==> src/rtl/hazard_ctrl.sv <==
// hazard_ctrl: pipeline hazard controller for a 5-stage MIPS-style core.
//
// Handles exception/ERET flush, multi-cycle divide freeze, an optional
// MTC0 -> MFC0 interlock and the classic load-use stall.
// Outputs are prioritised as
//   Exc_Flush > divide busy > CP0 interlock > load-use > default.
//
// Optional feature macro: HAZARD_CP0_INTERLOCK_EN
//   defined   : ID_MFC0 & EXE_MTC0 stalls IF/ID for one cycle and bubbles ID/EXE.
//   undefined : ID_MFC0 / EXE_MTC0 are ignored; the CP0 value is bypassed.
//
// Parameter
//   DIV_CYCLES    EXE-stage cycles a divide occupies (2..32)
// Ports
//   clk, rst                 clock, synchronous active-high reset
//   ID_rs, ID_rt, ID_UsesRt  source operands of the instruction in ID
//   EXE_Dst, EXE_RFWr        destination / GPR write of the instruction in EXE
//   EXE_MemRd                EXE instruction is a load
//   EXE_DivStart             DIV/DIVU in EXE, held while it stays there
//   Exc_Flush                exception / ERET flush request
//   ID_MFC0, EXE_MTC0        CP0 access flags for the interlock
//   PC_Wr, IF_ID_Wr, ID_EXE_Wr                 register write enables
//   IF_ID_Flush, ID_EXE_Flush, EXE_MEM_Flush   bubble inserts
//   Div_Busy                 divider occupies EXE (pipeline frozen)
//   Div_Count                remaining divide cycles
//
// Divide FSM
//   state | meaning
//   IDLE  | no divide in flight; a DivStart is accepted here
//   BUSY  | divide running, Div_Count counts down to 0
//   DONE  | result ready, one-cycle release of the freeze

module hazard_ctrl #(
    parameter int DIV_CYCLES = 32
) (
    input  logic       clk,
    input  logic       rst,
    input  logic [4:0] ID_rs,
    input  logic [4:0] ID_rt,
    input  logic       ID_UsesRt,
    input  logic [4:0] EXE_Dst,
    input  logic       EXE_RFWr,
    input  logic       EXE_MemRd,
    input  logic       EXE_DivStart,
    input  logic       Exc_Flush,
    input  logic       ID_MFC0,
    input  logic       EXE_MTC0,
    output logic       PC_Wr,
    output logic       IF_ID_Wr,
    output logic       ID_EXE_Wr,
    output logic       IF_ID_Flush,
    output logic       ID_EXE_Flush,
    output logic       EXE_MEM_Flush,
    output logic       Div_Busy,
    output logic [5:0] Div_Count
);

    typedef enum logic [1:0] {
        IDLE = 2'd0,
        BUSY = 2'd1,
        DONE = 2'd2
    } div_state_t;

    localparam logic [5:0] DIV_LOAD = 6'(DIV_CYCLES - 2);

    div_state_t state;
    logic       load_use;
    logic       cp0_hit;

    always_ff @(posedge clk) begin
        if (rst || Exc_Flush) begin
            // Exception flush aborts any divide in flight.
            state     <= IDLE;
            Div_Count <= '0;
        end else begin
            case (state)
                IDLE: begin
                    if (EXE_DivStart) begin
                        state     <= BUSY;
                        Div_Count <= DIV_LOAD;
                    end
                end
                BUSY: begin
                    if (Div_Count == 6'd0) begin
                        state <= DONE;
                    end else begin
                        Div_Count <= Div_Count - 6'd1;
                    end
                end
                DONE: begin
                    state <= IDLE;
                end
                default: begin
                    state     <= IDLE;
                    Div_Count <= '0;
                end
            endcase
        end
    end

    // Busy already in the accepting IDLE cycle so the divide's first EXE
    // cycle is frozen as well.
    assign Div_Busy = ~Exc_Flush &
                      ((state == BUSY) || ((state == IDLE) && EXE_DivStart));

    // Writes to $zero never produce a real dependency.
    assign load_use = EXE_MemRd & EXE_RFWr & (EXE_Dst != 5'd0) &
                      ((ID_rs == EXE_Dst) | (ID_UsesRt & (ID_rt == EXE_Dst)));

`ifdef HAZARD_CP0_INTERLOCK_EN
    assign cp0_hit = ID_MFC0 & EXE_MTC0;
`else
    logic cp0_unused;
    assign cp0_unused = ID_MFC0 ^ EXE_MTC0;
    assign cp0_hit    = 1'b0;
`endif

    always_comb begin
        PC_Wr         = 1'b1;
        IF_ID_Wr      = 1'b1;
        ID_EXE_Wr     = 1'b1;
        IF_ID_Flush   = 1'b0;
        ID_EXE_Flush  = 1'b0;
        EXE_MEM_Flush = 1'b0;
        if (Exc_Flush) begin
            IF_ID_Flush   = 1'b1;
            ID_EXE_Flush  = 1'b1;
            EXE_MEM_Flush = 1'b1;
        end else if (Div_Busy) begin
            PC_Wr         = 1'b0;
            IF_ID_Wr      = 1'b0;
            ID_EXE_Wr     = 1'b0;
            EXE_MEM_Flush = 1'b1;
        end else if (cp0_hit || load_use) begin
            PC_Wr        = 1'b0;
            IF_ID_Wr     = 1'b0;
            ID_EXE_Flush = 1'b1;
        end
    end

endmodule

==> config.mk <==
export PLATFORM = sky130hd
export DESIGN_NAME = hazard_ctrl
export DESIGN_NICKNAME = d
export VERILOG_FILES = /design/src/rtl/hazard_ctrl.sv
export SDC_FILE = /design/constraint.sdc
export NUM_CORES = 1
export LEC_CHECK = 0
export CORE_UTILIZATION = 39
export CTS_CLUSTER_DIAMETER = 150
export DETAILED_ROUTE_END_ITERATION = 12
export GPL_TIMING_DRIVEN = 0
export HOLD_SLACK_MARGIN = 0.06
export PLACE_DENSITY = 0.82
export SLEW_MARGIN = 40
export SYNTH_ARGS = -nofsm -noshare
export SYNTH_HDL_FRONTEND = slang
export SYNTH_SLANG_ARGS = --single-unit
==> constraint.sdc <==
create_clock -name clk -period 5.7 [get_ports clk]
set_clock_uncertainty 0.2 [all_clocks]
set_input_delay 1.14 -clock clk [delete_from_list [all_inputs] [get_ports clk]]
set_output_delay 1.14 -clock clk [all_outputs]
set_load 0.01 [all_outputs]
==> impl_metrics.csv <==
group,metric,value,unit
clock_network,clk_latency,270,ps
placement,place.port_buffers,33,
finish,final_util,0.665,
setup_path,timing.critical_path.buf_inv,3,
placement,dpl_cell_area,991,µm²
drt,routed_via_density,5.41,
logic_synthesis,yosysSeqAreaShare,0.250,
sta,drv_slew,0,
logic_synthesis,synth_nets,101,
clock_network,htreeDepth,1,
logic_synthesis,synth-compound-area-share,0.244,
global_route,gr-total-overflow,0,
sta,relSlewSlack,0.740,
sta,rsz0062_at_grt,"false",
finish,finalNetCount,139,
logic_synthesis,synth_xor_xnor_area_share,0.164,
drt,drt_iter0_drc,5,
finish,final_area,1010,µm²
finish,final_layout_size_suffix_gt1_frac,0.0901,
sta,fin_tns_setup,0,ps
power_and_ir_drop,ir_drop,78.0,µV
logic_synthesis,yosys-top-cells-area,"dfxtp_1 25%, xor2_1 12%, nor2_1 4.1%",
sta,worstMarginPinSlew,381,ps
logic_synthesis,yosysWarnings,0,
setup_path,slowest_delay,580,ps
run_status,status,"complete, no violations",
power_and_ir_drop,finalPower,0.175,mW
die,die_x,42.5,µm
global_route,grt_start_max_net_pins,11,
clock_network,cts_tree,"built",
die,ios,37,
drt,wl_per_cell,12.7,µm
logic_synthesis,synth_flop_cell,"dfxtp_1",
clock_network,ctsResizeCount,0,
sta,post-route-period-util,0.788,
sta,setup_violations,0,
drt,route.detailed.drc,0,
die,placementRows,14,
logic_synthesis,synth_edf_count,0,
clock_network,cts.sinks,8,
drt,ant_nets,0,
setup_path,critPathLaunchType,"input pin",
die,die-area,1810,µm²
logic_synthesis,netlist.area_leader.share,0.250,
logic_synthesis,syn_inst,75,
logic_synthesis,synth.most_common_cell,"xor2_1",
die,die_h,42.5,µm
logic_synthesis,synth_fa_ha_area_frac,0.0391,
clock_network,clkTransAtPathRegs,50,ps
power_and_ir_drop,p_leak,0.380,nW
logic_synthesis,synthMuxAreaShare,0.0156,
placement,post-dp-hpwl,1.34,mm
logic_synthesis,yosysTopAreaCell,"dfxtp_1",
logic_synthesis,async_reset_ff_frac,0,
power_and_ir_drop,powerDensity,173,nW/µm²
setup_path,required,4360,ps
power_and_ir_drop,intPower,0.123,mW
setup_path,path_delay_family,"buffers and inverters",
finish,antenna_cells,0,
power_and_ir_drop,clkPwrFrac,0.263,
setup_path,path_class,"input pin to primary output",
setup_path,cp-startpoint,"EXE_Dst[1]",
global_route,antenna_found_initial,0,
logic_synthesis,syn_avg_cell_area,8.54,µm²
sta,max_freq,223,MHz
power_and_ir_drop,pwr-share-comb,0.381,
placement,gp_congestion,0.853,
setup_path,reg2reg_from,"Div_Count[0]$_SDFFE_PP0P_",
setup_path,end_kind,"primary output",
die,start_util,0.420,
power_and_ir_drop,seq_power_share,0.357,
power_and_ir_drop,swShare,0.298,
drt,firstDrtPassIters,4,
drt,wl,1.61,mm
finish,nFillCells,139,
logic_synthesis,synthSimpleGateAreaFrac,0.225,
worst_hold_path,hold_class,"register to register",
run,cap_violations,0,
die,core_area,1520,µm²
setup_path,crit_chain,"clkdlybuf4s50_1 -> or4_1 -> o211ai_1 -> o31a_1 -> buf_4 -> clkdlybuf4s50_1",
finish,ff_latch_area,160,µm²
clock_network,post-cts-setup-buffer-count,0,
finish,multi_input_area,440,µm²
logic_synthesis,synth_cell_types,35,
power_and_ir_drop,p_switching,0.0522,mW
setup_path,crit_fanout,3,
worst_hold_path,min_from,"Div_Count[5]$_SDFFE_PP0P_",
clock_network,clockBufferDepth,2,
clock_network,cts_inserted_buffers,3,
setup_path,arrival,3150,ps
logic_synthesis,synth_top_family_by_area,"compound AO/OA/AOI/OAI gates",
finish,syn_to_final_growth,58.2,%
drt,vias,687,
logic_synthesis,synthTopCellsByCount,"9 x xor2_1, 8 x dfxtp_1, 7 x nor2_1",
sta,fin_crit,4490,ps
setup_path,cpMostUsedCell,"clkdlybuf4s50_1",
global_route,grt_pass1_wl,2.73,mm
clock_network,clockRootBuffer,"clkbuf_4",
global_route,grt_pass1_vias,663,
clock_network,ctsHoldBuffers,0,
global_route,track_usage,0.203,
sta,hold_viol_final,0,
logic_synthesis,synth_seq_cells,8,
logic_synthesis,synth_area,641,µm²
setup_path,critPathSlowestCell,"or4_1",
## worst min-delay path: stages (launching register included)
cell     delay [ps]
dfxtp_1         320
o21ai_0          70
a21oi_1          60
## worst paths after layout
path	slack, ps	to	cells after the start
setup / recovery	1210	PC_Wr	6
hold / removal	300	Div_Count[5]$_SDFFE_PP0P_	2
setup reg to reg	3740	Div_Count[3]$_SDFFE_PP0P_	6
hold reg to reg	300	Div_Count[5]$_SDFFE_PP0P_	2
## power by group through the flow
stage                     Clock (mW)  Sequential [mW]  Combinational [mW]
after global routing          0.0487           0.0629              0.0730
after CTS                     0.0469           0.0624              0.0670
after global placement             0           0.0634              0.0653
final                         0.0459           0.0624              0.0666
after floorplan                    0           0.0641              0.0327
after detailed placement           0           0.0635              0.0666
## state kept, by name (all words and copies together) (netlist names)
signal and cells:
state 2, Div_Count 6
## kinds of logic (layout without fill, tap and decap cells)
family,Yosys count,after routing
AOI/OAI and AO/OA,19,19
xor gates and xnor gates,12,12
adders and majority gates,2,2
buffers and inverters,8,44
DFF,8,8
muxes,1,1
and+or+nand+nor,25,25
## per-stage QoR
step	hold slack [ps]	cells	worst slack (ps)
finish	295	127	1210
global route	326	127	1090
CTS	301	127	1190
floorplan	306	75	2190
detailed placement	293	124	1200
global placement	282	124	1190
## layer usage
| metal | part of all wire | vias up | wire length (µm) | GRT usage |
|---|---|---|---|---|
| met5 | 0 | - | 0 | 0 |
| met1 | 0.38 | 295 | 607 | 0.199 |
| met4 | 0.024 | 0 | 38 | 0.113 |
| met3 | 0.10 | 5 | 166 | 0.0517 |
| met2 | 0.49 | 40 | 795 | 0.378 |
| li1 | - | 347 | - | - |
## layout make-up
type / count / share of cell area
multi-input cells: 59 / 0.435
repair buffers: 33 / 0.326
flip-flops and latches: 8 / 0.158
plain buffers: 5 / 0.0284
clock buffers: 3 / 0.0222
well taps: 16 / 0.0198
inverters: 3 / 0.0111
## layout by cell type, fill, tap and decap left out, drive strengths merged, types with 3 or more instances in the layout
master and instances:
nor2 7, nand2b 3, buf 5, a21oi 3, xor2 9, clkbuf 3, xnor2 3, dfxtp 8
clkdlybuf4s50 33, inv 3, nor3 4
Note: power is estimated with default switching activity, not from simulation.
